[config.mk]
export PLATFORM = sky130hd
export DESIGN_NAME = alarm_clk_core
export DESIGN_NICKNAME = d
export VERILOG_FILES = /design/src/rtl/alarm_clk_pkg.sv /design/src/rtl/alarm_clk_core_tick_gen.sv /design/src/rtl/alarm_clk_core.sv
export SDC_FILE = /design/constraint.sdc
export NUM_CORES = 1
export LEC_CHECK = 0
export CORE_ASPECT_RATIO = 0.7
export CORE_MARGIN = 1.5
export CORE_UTILIZATION = 50
export CTS_BUF_LIST = sky130_fd_sc_hd__clkbuf_16
export DETAILED_ROUTE_END_ITERATION = 8
export HOLD_SLACK_MARGIN = 0.02
export PLACE_DENSITY_LB_ADDON = 0.12
export SLEW_MARGIN = 10
export SYNTH_ARGS = -nofsm -noshare
export SYNTH_HDL_FRONTEND = slang
export SYNTH_SLANG_ARGS = --single-unit
[constraint.sdc]
create_clock -name clk -period 8.01 [get_ports clk]
set_input_delay 1.2015 -clock clk [delete_from_list [all_inputs] [get_ports clk]]
set_output_delay 1.2015 -clock clk [all_outputs]
set_load 0.01 [all_outputs]
[src/rtl/alarm_clk_pkg.sv]
// Shared types and wrap helpers for the alarm clock core.
// ALARM_CLK_SNOOZE_EN adds the SNOOZED state to the FSM encoding.
package alarm_clk_pkg;

  localparam int HOURS_MAX  = 23;
  localparam int MINSEC_MAX = 59;

  typedef struct packed {
    logic [4:0] hh;
    logic [5:0] mm;
    logic [5:0] ss;
  } hms_t;

`ifdef ALARM_CLK_SNOOZE_EN
  typedef enum logic [1:0] {ST_IDLE, ST_RINGING, ST_SNOOZED} alarm_state_t;
`else
  typedef enum logic [1:0] {ST_IDLE, ST_RINGING} alarm_state_t;
`endif

  function automatic logic [4:0] inc_hh(input logic [4:0] v);
    return (v == 5'(HOURS_MAX)) ? 5'd0 : v + 5'd1;
  endfunction

  function automatic logic [5:0] inc_ms(input logic [5:0] v);
    return (v == 6'(MINSEC_MAX)) ? 6'd0 : v + 6'd1;
  endfunction

endpackage

[src/rtl/alarm_clk_core_tick_gen.sv]
// One-second prescaler: pulses tick on the terminal count, clr restarts the second.
module tick_gen #(
  parameter int CLK_FREQ_HZ = 100000000
) (
  input  logic clk,
  input  logic reset,
  input  logic clr,
  output logic tick
);

  localparam int CNT_W = (CLK_FREQ_HZ > 1) ? $clog2(CLK_FREQ_HZ) : 1;
  localparam logic [CNT_W-1:0] TERM = CNT_W'(CLK_FREQ_HZ - 1);

  logic [CNT_W-1:0] cnt_q, cnt_d;

  assign tick = (cnt_q == TERM);

  always_comb begin
    cnt_d = cnt_q + 1'b1;
    if (clr || tick) cnt_d = '0;
  end

  always_ff @(posedge clk or negedge reset) begin
    if (!reset) cnt_q <= '0;
    else        cnt_q <= cnt_d;
  end

endmodule

[src/rtl/alarm_clk_core.sv]
// 24h clock with N_ALARMS alarm channels and a ring/snooze FSM.
// Snooze support is compiled in with ALARM_CLK_SNOOZE_EN.
module alarm_clk_core
  import alarm_clk_pkg::*;
#(
  parameter int CLK_FREQ_HZ  = 100000000,
  parameter int N_ALARMS     = 4,
  parameter int RING_SECONDS = 60,
  parameter int SNOOZE_MIN   = 5
) (
  input  logic                                          clk,
  input  logic                                          reset,
  input  logic [$clog2(N_ALARMS+1)-1:0]                 sel,
  input  logic [1:0]                                    edit_btns,
  input  logic [N_ALARMS-1:0]                           alarm_en,
  input  logic                                          snooze_btn,
  input  logic                                          stop_btn,
  output logic                                          alarm,
  output logic [(N_ALARMS > 1 ? $clog2(N_ALARMS) : 1)-1:0] alarm_id,
  output logic [16:0]                                   disp_time
);

  localparam int ID_W = (N_ALARMS > 1) ? $clog2(N_ALARMS) : 1;
  localparam int RC_W = $clog2(RING_SECONDS + 1);

  hms_t             time_q, time_d, tnext;
  logic [4:0]       al_hh_q [N_ALARMS];
  logic [4:0]       al_hh_d [N_ALARMS];
  logic [5:0]       al_mm_q [N_ALARMS];
  logic [5:0]       al_mm_d [N_ALARMS];
  logic [16:0]      disp_q, disp_d;
  logic             tick, clk_edit, clk_tick, hit, trig, cur_en;
  logic [ID_W-1:0]  trig_id;
  alarm_state_t     state_q;
  logic             alarm_q;
  logic [ID_W-1:0]  alarm_id_q;
  logic [RC_W-1:0]  ring_cnt_q;

  tick_gen #(.CLK_FREQ_HZ(CLK_FREQ_HZ)) u_tick (
    .clk   (clk),
    .reset (reset),
    .clr   ((sel == '0) && edit_btns[0]),
    .tick  (tick)
  );

  // A clock edit swallows any tick landing in the same cycle.
  assign clk_edit = (sel == '0) && (edit_btns != 2'b00);
  assign clk_tick = tick && !clk_edit;

  always_comb begin
    tnext    = time_q;
    tnext.ss = inc_ms(time_q.ss);
    if (time_q.ss == 6'(MINSEC_MAX)) begin
      tnext.mm = inc_ms(time_q.mm);
      if (time_q.mm == 6'(MINSEC_MAX)) tnext.hh = inc_hh(time_q.hh);
    end
  end

  always_comb begin
    time_d = time_q;
    if (clk_edit) begin
      if (edit_btns[1]) time_d.hh = inc_hh(time_q.hh);
      if (edit_btns[0]) begin
        time_d.mm = inc_ms(time_q.mm);
        time_d.ss = 6'd0;
      end
    end else if (clk_tick) begin
      time_d = tnext;
    end
  end

  always_comb begin
    disp_d = time_q;
    for (int k = 0; k < N_ALARMS; k++) begin
      al_hh_d[k] = al_hh_q[k];
      al_mm_d[k] = al_mm_q[k];
      if (int'(sel) == k + 1) begin
        disp_d = {al_hh_q[k], al_mm_q[k], 6'd0};
        if (edit_btns[1]) al_hh_d[k] = inc_hh(al_hh_q[k]);
        if (edit_btns[0]) al_mm_d[k] = inc_ms(al_mm_q[k]);
      end
    end
  end

  // Descending scan so the lowest matching channel is the one kept.
  always_comb begin
    hit     = 1'b0;
    trig_id = '0;
    for (int k = N_ALARMS - 1; k >= 0; k--) begin
      if (alarm_en[k] && (al_hh_q[k] == tnext.hh) && (al_mm_q[k] == tnext.mm)) begin
        hit     = 1'b1;
        trig_id = ID_W'(k);
      end
    end
    cur_en = 1'b0;
    for (int k = 0; k < N_ALARMS; k++) begin
      if (alarm_id_q == ID_W'(k)) cur_en = alarm_en[k];
    end
  end

  assign trig = clk_tick && (tnext.ss == 6'd0) && hit;

  always_ff @(posedge clk or negedge reset) begin
    if (!reset) begin
      time_q <= '0;
      disp_q <= '0;
      for (int k = 0; k < N_ALARMS; k++) begin
        al_hh_q[k] <= '0;
        al_mm_q[k] <= '0;
      end
    end else begin
      time_q  <= time_d;
      disp_q  <= disp_d;
      al_hh_q <= al_hh_d;
      al_mm_q <= al_mm_d;
    end
  end

`ifdef ALARM_CLK_SNOOZE_EN
  logic [4:0] snz_hh_q, snz_hh_new;
  logic [5:0] snz_mm_q, snz_mm_new;
  logic [6:0] snz_sum;
  logic       snz_hit;

  always_comb begin
    snz_sum    = {1'b0, time_q.mm} + 7'(SNOOZE_MIN);
    snz_hh_new = time_q.hh;
    snz_mm_new = snz_sum[5:0];
    if (snz_sum > 7'(MINSEC_MAX)) begin
      snz_mm_new = 6'(snz_sum - 7'd60);
      snz_hh_new = inc_hh(time_q.hh);
    end
  end

  assign snz_hit = clk_tick && (tnext.ss == 6'd0) &&
                   (tnext.hh == snz_hh_q) && (tnext.mm == snz_mm_q);
`else
  logic snooze_unused;
  assign snooze_unused = snooze_btn & (SNOOZE_MIN > 0);
`endif

  always_ff @(posedge clk or negedge reset) begin
    if (!reset) begin
      state_q    <= ST_IDLE;
      alarm_q    <= 1'b0;
      alarm_id_q <= '0;
      ring_cnt_q <= '0;
`ifdef ALARM_CLK_SNOOZE_EN
      snz_hh_q   <= '0;
      snz_mm_q   <= '0;
`endif
    end else begin
      case (state_q)
        ST_IDLE: begin
          if (trig) begin
            state_q    <= ST_RINGING;
            alarm_q    <= 1'b1;
            alarm_id_q <= trig_id;
            ring_cnt_q <= '0;
          end
        end
        ST_RINGING: begin
          if (stop_btn || !cur_en) begin
            state_q <= ST_IDLE;
            alarm_q <= 1'b0;
`ifdef ALARM_CLK_SNOOZE_EN
          end else if (snooze_btn) begin
            state_q  <= ST_SNOOZED;
            alarm_q  <= 1'b0;
            snz_hh_q <= snz_hh_new;
            snz_mm_q <= snz_mm_new;
`endif
          end else if (clk_tick) begin
            if (ring_cnt_q == RC_W'(RING_SECONDS - 1)) begin
              state_q <= ST_IDLE;
              alarm_q <= 1'b0;
            end else begin
              ring_cnt_q <= ring_cnt_q + 1'b1;
            end
          end
        end
`ifdef ALARM_CLK_SNOOZE_EN
        ST_SNOOZED: begin
          if (stop_btn || !cur_en) begin
            state_q <= ST_IDLE;
          end else if (trig) begin
            state_q    <= ST_RINGING;
            alarm_q    <= 1'b1;
            alarm_id_q <= trig_id;
            ring_cnt_q <= '0;
          end else if (snz_hit) begin
            state_q    <= ST_RINGING;
            alarm_q    <= 1'b1;
            ring_cnt_q <= '0;
          end
        end
`endif
        default: begin
          state_q <= ST_IDLE;
          alarm_q <= 1'b0;
        end
      endcase
    end
  end

  assign alarm     = alarm_q;
  assign alarm_id  = alarm_id_q;
  assign disp_time = disp_q;

endmodule

==> impl_metrics.json <==
{
  "cts_setup_buffers": 0,
  "nets": 844,
  "cp.arrival_ps": 4540,
  "core_um2": 13900,
  "hp-class": "flip-flop to flip-flop",
  "gp_congestion": 0.931,
  "netlist_area_um2": 7110,
  "die-area_um2": 15000,
  "synth_nets": 840,
  "power.total_mw": 2.05,
  "initial_core_util_pct": 51.1,
  "cts_root_buf": "clkbuf_16",
  "yosysSeqAreaShare_pct": 40.1,
  "hold_viol": 0,
  "cts_buffers": 17,
  "grt.total_usage_pct": 27.0,
  "clockBufferDepth": 2,
  "route.detailed.drc": 0,
  "synthMuxAreaShare_pct": 4.17,
  "async_flop_share_pct": 100,
  "fin_area_um2": 8110,
  "vias_per_cell": 6.01,
  "drv_slew": 0,
  "synth_simple_gate_area_share_pct": 25.0,
  "drive_gt1_share_pct": 7.71,
  "clk_latency_ps": 420,
  "clk_pin_slew_ps": 60,
  "cellPowerDensity_nw_per_um2": 253,
  "synthAdderAreaFrac_pct": 2.46,
  "finalSetupTns_ps": 0,
  "ys_ff_latch": 114,
  "p_leak_nw": 3.45,
  "endpoint_kind": "flip-flop",
  "criticalPathCategory": "primary input to flip-flop",
  "slew_headroom_pct": 33.4,
  "max_clock_freq_mhz": 239,
  "dieHeight_um": 103,
  "cts_tree": "yes",
  "postRouteAntennaNets": 0,
  "synth_compound_area_share_pct": 14.8,
  "placementRows": 36,
  "antenna_found_initial": 0,
  "drtIter0Drc": 658,
  "path_max_fanout": 27,
  "grt-ovfl-total": 0,
  "setup_viol": 0,
  "syn_inst": 813,
  "drt_pass1_iterations": 7,
  "ir_drop_mv": 0.165,
  "avgRoutedWirePerCell_um": 18.8,
  "ioPinCount": 33,
  "synthFlopType": "dfrtp_1",
  "status": "finished, final reports clean",
  "synth_top_family_by_area": "simple AND/OR/NAND/NOR gates",
  "wl_um": 19200,
  "cts_resized": 0,
  "place_area_um2": 7470,
  "tightest_slew_ps": 997,
  "die_w_um": 146,
  "startpoint_type": "primary input",
  "drv_cap": 0,
  "yosys.cell_types.count": 66,
  "area_growth_pct": 14.1,
  "final.setup_skew_ps": 8.04,
  "fin_crit_ps": 4180,
  "final_util_pct": 58.3,
  "vias": 6131,
  "hold_buffers": 0,
  "cts.sinks": 114,
  "synth_xor_area_share_pct": 9.98,
  "io_buffer_count": 31,
  "grt_pass1_vias": 5713,
  "n_antenna_cell": 0,
  "cts_htree_levels": 4,
  "ys_warn_count": 0,
  "grt_max_degree": 76,
  "hpwl_um": 13600,
  "syn_avg_cell_area_um2": 8.75,
  "rsz0062_at_grt": "false",
  "fin_crit_sh_pct": 52.2,
  "synth-edff-count": 0,
  "worstPathRequired_ps": 8370,
  "grt_pass1_wl_um": 31100
}
through the flow:
step	cells	hold WS, ps	setup WS [ps]
2_1_floorplan	813	447	4820
3_3_place_gp	988	477	3480
3_5_place_dp	988	484	3420
4_1_cts	1020	491	3870
5_1_grt	1020	515	3500
6_report	1020	483	3830
synthesized netlist by cell type (10+ instances only):
cell	number	area share (%)
a21oi_1	28	2.0
a221oi_1	12	1.5
and2_1	10	0.88
and3_1	15	1.3
clkbuf_1	39	2.1
dfrtp_1	114	40
ha_1	14	2.5
inv_1	13	0.69
mux2_2	21	3.3
nand2_1	95	5.0
nand3_1	49	3.4
nand4_1	21	1.8
nor2_1	78	4.1
nor2b_1	22	1.9
nor4_1	10	0.88
o21ai_0	61	4.3
xnor2_1	39	4.8
xor2_1	42	5.2
flip-flops by register name (all words and copies together) (netlist names):
name,flops
alarm,1
u_tick.cnt_q,27
alarm_id,2
disp_time,17
ring_cnt_q,6
time_q,17
al_hh_q,20
al_mm_q,24
where the power goes:
group	internal, mW	leakage (nW)	switching [mW]	total [mW]
combinational	0.192	1.63	0.195	0.387
sequential	0.665	1.51	0.171	0.837
clock	0.549	0.306	0.280	0.828
total	1.41	3.45	0.646	2.05
cell families (layout without fill, tap and decap cells):
kind of cell               Yosys count  after routing
adders and majority gates           14             14
DFF                                114            114
buffers and inverters               61             78
muxes                               27             27
and+or+nand+nor                    349            349
xor gates and xnor gates            81             81
AOI/OAI and AO/OA                  167            167
critical path, stage by stage:
cell and delay [ps]:
clkdlybuf4s50_1 890, nor2_1 610, and2_1 780, nand2_1 280, or4b_2 690, nand2_1 70
placed cells by master (no fill, tap or decap), types with 5 or more instances in the layout:
master,count
mux2_2,21
clkbuf_16,17
nand3_1,49
bufinv_16,5
and3_1,15
and2_1,10
clkdlybuf4s50_1,30
nand4_1,21
mux2i_1,6
o21ai_0,61
o31ai_1,6
a21o_1,8
o211ai_1,6
a211oi_1,5
nor3b_1,5
xnor2_1,39
nor3_1,8
ha_1,14
nor2b_1,22
a31oi_1,8
xor2_1,42
nor4_1,10
inv_1,13
nand2_1,95
a21oi_1,28
nor2_1,78
a221oi_1,12
dfrtp_1,114
final timing paths:
kind | startpoint | end | slack, ps | depth (start not counted)
max in group asynchronous | reset | ring_cnt_q[5]$_DFFE_PN0P_ | 5930 | 2
worst max register to register | time_q[7]$_DFFE_PN0P_ | ring_cnt_q[4]$_DFFE_PN0P_ | 3890 | 10
worst min register to register | u_tick.cnt_q[0]$_DFF_PN0_ | u_tick.cnt_q[0]$_DFF_PN0_ | 480 | 1
worst max-delay path | sel[1] | al_hh_q[4]$_DFFE_PN0P_ | 3830 | 6
min in group asynchronous | reset | al_mm_q[17]$_DFFE_PN0P_ | 750 | 1
worst min-delay path | u_tick.cnt_q[0]$_DFF_PN0_ | u_tick.cnt_q[0]$_DFF_PN0_ | 480 | 1
per-layer routing:
metal / wire length [um] / up-vias / part of all wire [%] / GRT usage [%]
met3: 1370 / 15 / 7.1 / 5.27
met5: 0 / - / 0 / 0
met2: 7910 / 239 / 41 / 39.0
met4: 236 / 0 / 1.2 / 7.93
li1: - / 2903 / - / -
met1: 9680 / 2974 / 50 / 40.9
layout make-up:
class | instances | area, um2
clock buffer | 17 | 425
clock inverter | 15 | 213
fill | 1197 | 5810
inverter | 13 | 48.8
multi-input combinational | 638 | 4010
sequential | 114 | 2850
tap | 190 | 238
timing repair buffer | 33 | 323
Power figures use the tool's default switching activity.
